===== config.mk =====
export PLATFORM = sky130hd
export DESIGN_NAME = down_counter_flat
export DESIGN_NICKNAME = d
export VERILOG_FILES = /design/src/rtl/down_counter_if.sv /design/src/rtl/down_counter.sv /design/src/flat_wrapper.sv
export SDC_FILE = /design/constraint.sdc
export NUM_CORES = 1
export LEC_CHECK = 0
export BUFFER_PORTS_ARGS = -buffer_cell sky130_fd_sc_hd__buf_2
export CAP_MARGIN = 10
export CORE_UTILIZATION = 49
export DETAILED_ROUTE_END_ITERATION = 10
export GPL_TIMING_DRIVEN = 0
export HOLD_SLACK_MARGIN = 0.05
export MAX_ROUTING_LAYER = met4
export PLACE_DENSITY_LB_ADDON = 0.12
export SLEW_MARGIN = 20
export SYNTH_ARGS = -nofsm -noshare
export SYNTH_HDL_FRONTEND = slang
export SYNTH_SLANG_ARGS = --single-unit
export TNS_END_PERCENT = 50

===== constraint.sdc =====
create_clock -name clk -period 2.03 [get_ports clk]
set_input_delay 0.1015 -clock clk [delete_from_list [all_inputs] [get_ports clk]]
set_output_delay 0.1015 -clock clk [all_outputs]
set_load 0.01 [all_outputs]

===== src/rtl/down_counter_if.sv =====
// Control/status bundle for down_counter.
// The master side drives load/load_val/enable/clear; the slave (the counter)
// returns count and the registered status flags.
interface down_counter_if #(
  parameter int WIDTH = 8
) ();

  logic             load;
  logic [WIDTH-1:0] load_val;
  logic             enable;
  logic             clear;
  logic [WIDTH-1:0] count;
  logic             underflow;
  logic             busy;
  logic             done;

  modport master (
    output load, load_val, enable, clear,
    input  count, underflow, busy, done
  );

  modport slave (
    input  load, load_val, enable, clear,
    output count, underflow, busy, done
  );

endinterface


===== src/rtl/down_counter.sv =====
// Loadable down-counter with terminal-count detection.
//
// Build option: define DOWN_COUNTER_RELOAD_EN for auto-reload mode, where the
// terminal count reloads the last loaded value and the counter keeps running.
// Without it the counter is one-shot: terminal count parks in DONE at zero.
//
// Input priority every cycle: clear > load > enable.
// All outputs are registered; they change one clock after the sampled inputs.
//
//  state  | meaning
//  -------+-------------------------------------------------------------
//  IDLE   | after reset or clear; count holds, enable ignored
//  RUN    | counting; enable decrements, terminal count at count==0
//  DONE   | one-shot finished; count holds 0 until load or clear
module down_counter #(
  parameter int WIDTH = 8
) (
  input  logic          clk,
  input  logic          rst_n,
  down_counter_if.slave bus
);

  typedef enum logic [1:0] {
    S_IDLE = 2'd0,
    S_RUN  = 2'd1,
    S_DONE = 2'd2
  } state_t;

  localparam logic [WIDTH-1:0] ONE = {{(WIDTH-1){1'b0}}, 1'b1};

  state_t           state_q, state_d;
  logic [WIDTH-1:0] count_q, count_d;
  logic             underflow_q, underflow_d;
  logic             busy_q, busy_d;
  logic             done_q, done_d;
  logic             at_zero;
  logic             step;

`ifdef DOWN_COUNTER_RELOAD_EN
  // The reload value only matters when the terminal count wraps back to it.
  logic [WIDTH-1:0] reload_q, reload_d;
`endif

  assign at_zero = (count_q == '0);
  // A decrement/terminal event is only possible in RUN with no higher-priority input.
  assign step    = (state_q == S_RUN) && bus.enable && !bus.clear && !bus.load;

  // State register.
  always_ff @(posedge clk or negedge rst_n) begin
    if (!rst_n) begin
      state_q <= S_IDLE;
    end else begin
      state_q <= state_d;
    end
  end

  // Next-state logic: clear and load apply from any state, enable only in RUN.
  always_comb begin
    state_d = state_q;
    if (bus.clear) begin
      state_d = S_IDLE;
    end else if (bus.load) begin
      state_d = S_RUN;
    end else if (step && at_zero) begin
`ifdef DOWN_COUNTER_RELOAD_EN
      state_d = S_RUN;
`else
      state_d = S_DONE;
`endif
    end
  end

  // Datapath next values: count, reload capture and the terminal-count pulse.
  always_comb begin
    count_d     = count_q;
    underflow_d = 1'b0;
`ifdef DOWN_COUNTER_RELOAD_EN
    reload_d    = reload_q;
`endif
    if (bus.clear) begin
      count_d = '0;
    end else if (bus.load) begin
      count_d = bus.load_val;
`ifdef DOWN_COUNTER_RELOAD_EN
      reload_d = bus.load_val;
`endif
    end else if (step) begin
      if (at_zero) begin
        underflow_d = 1'b1;
`ifdef DOWN_COUNTER_RELOAD_EN
        count_d = reload_q;
`else
        count_d = '0;
`endif
      end else begin
        count_d = count_q - ONE;
      end
    end
  end

  // Status flags are decoded from the next state so they register with it.
  always_comb begin
    busy_d = (state_d == S_RUN);
    done_d = (state_d == S_DONE);
  end

  // Output and datapath registers.
  always_ff @(posedge clk or negedge rst_n) begin
    if (!rst_n) begin
      count_q     <= '0;
      underflow_q <= 1'b0;
      busy_q      <= 1'b0;
      done_q      <= 1'b0;
    end else begin
      count_q     <= count_d;
      underflow_q <= underflow_d;
      busy_q      <= busy_d;
      done_q      <= done_d;
    end
  end

`ifdef DOWN_COUNTER_RELOAD_EN
  // Reload value register, cleared by reset along with the count.
  always_ff @(posedge clk or negedge rst_n) begin
    if (!rst_n) begin
      reload_q <= '0;
    end else begin
      reload_q <= reload_d;
    end
  end
`endif

  assign bus.count     = count_q;
  assign bus.underflow = underflow_q;
  assign bus.busy      = busy_q;
  assign bus.done      = done_q;

endmodule


===== src/flat_wrapper.sv =====
// flat-port wrapper written by rule: the top's interface ports become plain ports
module down_counter_flat 
#(
  parameter int WIDTH = 8
)
  (clk, rst_n, bus_load, bus_load_val, bus_enable, bus_clear, bus_count, bus_underflow, bus_busy, bus_done);
  down_counter_if #(.WIDTH(WIDTH)) bus_i ();
  input  logic clk;
  input  logic rst_n;
  input wire logic [$bits(bus_i.load)-1:0] bus_load;
  input wire logic [$bits(bus_i.load_val)-1:0] bus_load_val;
  input wire logic [$bits(bus_i.enable)-1:0] bus_enable;
  input wire logic [$bits(bus_i.clear)-1:0] bus_clear;
  output wire logic [$bits(bus_i.count)-1:0] bus_count;
  output wire logic [$bits(bus_i.underflow)-1:0] bus_underflow;
  output wire logic [$bits(bus_i.busy)-1:0] bus_busy;
  output wire logic [$bits(bus_i.done)-1:0] bus_done;
  assign bus_i.load = bus_load;
  assign bus_i.load_val = bus_load_val;
  assign bus_i.enable = bus_enable;
  assign bus_i.clear = bus_clear;
  assign bus_count = bus_i.count;
  assign bus_underflow = bus_i.underflow;
  assign bus_busy = bus_i.busy;
  assign bus_done = bus_i.done;
  down_counter #(.WIDTH(WIDTH)) u_core (.clk(clk), .rst_n(rst_n), .bus(bus_i));
endmodule

; ---- Word-level counts from Yosys, hierarchy flattened
; Cells that the tools add are included.
[word_totals]
register_bits = 13
latch_bits = 0
ram_bits = 0
mem_bits_ro = 0
inputBits = 13
output_inout_bits = 11
wordCells = 28
n_memories = 0
[classes]
add_sub_neg = 1
n_mul = 0
n_div = 0
order_cmp = 0
eq_ne = 3
shift = 0
mux = 11
n_bitwise = 0
n_reduce_logical = 8
[ops]
columns = operator, count
row1 = $mux 8, 4
row2 = $logic_not 8->1, 1
row3 = $sub 8x1->8 const B, 1
row4 = $mux 2, 3
row5 = $eq 2x1->1 const B, 2
row6 = $logic_and 1x1->1, 4
row7 = $mux 1, 4
row8 = $reduce_bool 3->1, 1
row9 = $eq 2x2->1 const B, 1
row10 = $logic_not 1->1, 2

; ---- Depth between registers and ports, before layout
[logic_depth]
word_depth = 9
ltp_mapped = 6
depth_no_buf = 6

; ---- Worst setup path before layout
; Ideal clock, no wire load.
[synth_path]
path_kind = flip-flop to flip-flop
startpoint = reg u_core.count_q[0], in the netlist u_core.bus.count[0]
endpoint = reg u_core.count_q[3], in the netlist u_core.bus.count[3]
setup_ns = 0.122
arrival_ns = 1.554
required_ns = 1.908
slack_ns = 0.355
stages_incl_launch_ff = 7
path_buffers = 0
synth_period_minus_slack_ns = 1.675
cell_sequence = dfrtp_1 inv_1 ha_1 nor4b_4 and2_1 o21ai_0 a32o_1
[synth_between]
elab_chain_len = 5
word_cells_on_any_way = 6
[synth_lines]
columns = element, line_no
row1 = start: declaration, down_counter.sv:32  ; logic [WIDTH-1:0] count_q, count_d;
row2 = start signal: assignment, down_counter.sv:115  ; count_q <= count_d;
row3 = $sub 8x1->8 / $logic_not 8->1 (equally long branches), "down_counter.sv:96, down_counter.sv:44"
row4 = $mux 8 (*), down_counter.sv:88  ; if (at_zero) begin
row5 = $mux 8 (*), down_counter.sv:87  ; end else if (step) begin
row6 = $mux 8 (*), down_counter.sv:82  ; end else if (bus.load) begin
row7 = $mux 8 (*), down_counter.sv:80  ; if (bus.clear) begin
; Every way passes the cells marked *; elsewhere a longest branch is shown, timed or not. The select of a mux whose other input is x is not followed.
; A chain may end at the register's enable or synchronous reset.

; ---- Worst setup path after layout
; Ends and elaborated chain as after synthesis.

==> flow_summary.yaml <==
layout:
  antenna_cells: 0
  layout_common_cells: "22 x buf_2, 13 x dfrtp_1, 11 x nor2_1"
  final_cell_area_um2: 963
  layout_commonest_cell: "buf_2"
  drive_above_1_share: 0.274
  area_delta_synth_final_pct: 20.9
  fin_util: 0.640
  fin_nets: 129
placed_design:
  gp_congestion: 0.956
  placed_cell_area_um2: 927
  hpwl_um: 1350
  place_ws_ps: 191
  io_buffers: 22
grt:
  antenna_found_initial: 0
  grtUsageTotal: 0.230
  grt_max_degree: 14
  grt_pass1_wl_um: 3050
  grt_pass1_vias: 666
  overflow: 0
clock_network:
  cts_root_buf: "clkbuf_4"
  cts_tree: "yes"
  postCtsSetupBuffers: 0
  cts-htree-levels: 1
  cts.sinks: 13
  cts_buffers: 3
  clkTransAtPathRegs_ps: 80
  clk_path_buf_depth: 2
  clk_latency_ps: 280
power_and_ir_drop:
  power_mw: 0.635
  ir_worst_vdd_mv: 0.427
  leakage_nw: 0.445
  p_per_area_nw_per_um2: 659
timing:
  slew_violations: 0
  rsz0062_at_grt: "no"
  slew_headroom: 0.647
  setup_ws_ps: 134
  post-route-period-util: 0.934
  fmax_ghz: 0.527
  period_needed_ps: 1900
  hold_viol: 0
  skew_ps: 4.07
  worst_pin_slew_ps: 528
  setup_viol: 0
  fin_tns_setup_ps: 0
synthesis:
  synth_top_cell_area_share: 0.408
  synthCells: 86
  synth_nets: 101
  yosysWarnings: 0
  syn_area_um2: 797
  synth.yosys.seq_area_share: 0.408
  synth.area.top_cells: "dfrtp_1 41%, nor2_1 5.2%, ha_1 3.1%"
  post_synth_num_cell_types: 33
  synthFlopType: "dfrtp_1"
  async_flop_share: 1.00
  synth_largest_area_cell: "dfrtp_1"
  synth_enable_flop_cells: 0
  syn_avg_cell_area_um2: 9.27
  synth-seq-cells: 13
drt:
  routedWlPerCell_um: 14.5
  final_antenna_net_count: 0
  num_vias: 760
  dr.pass1.iters: 4
  routed_wl_um: 1870
  avgViaCountPerCell: 5.89
  drt_iter0_drc: 41
  drc_errors: 0
critical_path:
  timing.rr.start: "u_core.bus.count[0]"
  reg2reg_to: "u_core.bus.count[3]"
  crit_path_start_kind: "flop"
  setup.worst_path.start: "u_core.bus.count[0]"
  rr_worst_depth: 6
  crit_required_ps: 2200
  cp-end-kind: "flop"
  critPathKind: "flop to flop"
  r2r_slack_ps: 130
  cp_max_fo: 6
  worstPathArrival_ps: 2070
floorplanning:
  die_area_um2: 1790
  io_pins: 24
  die_w_um: 42.3
  core.rowCount: 14
  die-height_um: 42.3
  coreArea_um2: 1510
  initial_core_util: 0.529
hold_path:
  min_path_type: "input port to flop"
  hp-start: "bus_load_val[0]"
  worstHoldEndpoint: "u_core.bus.count[0]"
  min_path_cells: 3
outcome:
  status: "finished clean"
run:
  cap_violations: 0
per-stage QoR:
step / std cells / hold slack (ps)
final: 129 / 70.7
after global routing: 129 / 85.5
after CTS: 129 / 69.1
after detailed placement: 124 / 6.20
after global placement: 124 / 3.67
after floorplan: 86 / -194
final cells by class:
class	count	area (µm²)
multi-input cells	64	438
well taps	16	20.0
flip-flops and latches	13	325
clock buffers	4	26.3
fillers	126	543
plain buffers	4	15.0
inverters	5	18.8
repair buffers	23	120
metal layers:
layer | wire, µm | global-route usage
met5 | 0 | -
met3 | 157 | 0.0302
met1 | 819 | 0.325
met4 | 38 | 0.0750
met2 | 857 | 0.345
registers in the layout, summed over array words and instances, names as in the netlist:
name                  cells
u_core.bus.busy           1
u_core.state_q            2
u_core.bus.underflow      1
u_core.bus.count          8
u_core.bus.done           1
synthesized netlist by cell type, drive strengths merged (2+ instances only):
cell type	count
clkbuf	4
dfrtp	13
nand2	4
nand4	2
o31ai	3
inv	5
o21ai	6
nor2	11
or3	2
nor3	5
and2	3
a21oi	4
a32o	2
ha	2
a31oi	3
nand3	3
worst max-delay path, cell delays in order (launching register included):
cell and delay (ps):
dfrtp_1 450, inv_1 150, ha_1 210, nor4b_4 350
and2_1 250, o21ai_0 100, a32o_1 280
worst max path at each step:
stage | end | cells after the start
5_1_grt | u_core.bus.count[3] | 6
2_1_floorplan | u_core.bus.count[3] | 6
3_5_place_dp | u_core.bus.count[3] | 6
3_3_place_gp | u_core.bus.count[3] | 6
4_1_cts | u_core.bus.count[3] | 6
6_report | u_core.bus.count[3] | 6
power by group:
| part | leakage (nW) | internal, mW | switching, mW |
|---|---|---|---|
| Clock | 0.0150 | 0.0762 | 0.0836 |
| Combinational | 0.257 | 0.0769 | 0.0979 |
| Sequential | 0.173 | 0.275 | 0.0256 |
timing repair:
item	4_1_cts	5_1_grt
gates resized for setup	0	0
endpoints found under the hold margin	13	0
hold buffers	1	0
cell families after synthesis:
family	synth area share
compound gates	0.213
buf+inv	0.0424
mux	0.0126
fa+ha+maj	0.0314
simple gates	0.292
flops	0.408
No activity file was read; power rests on OpenSTA's default activity.
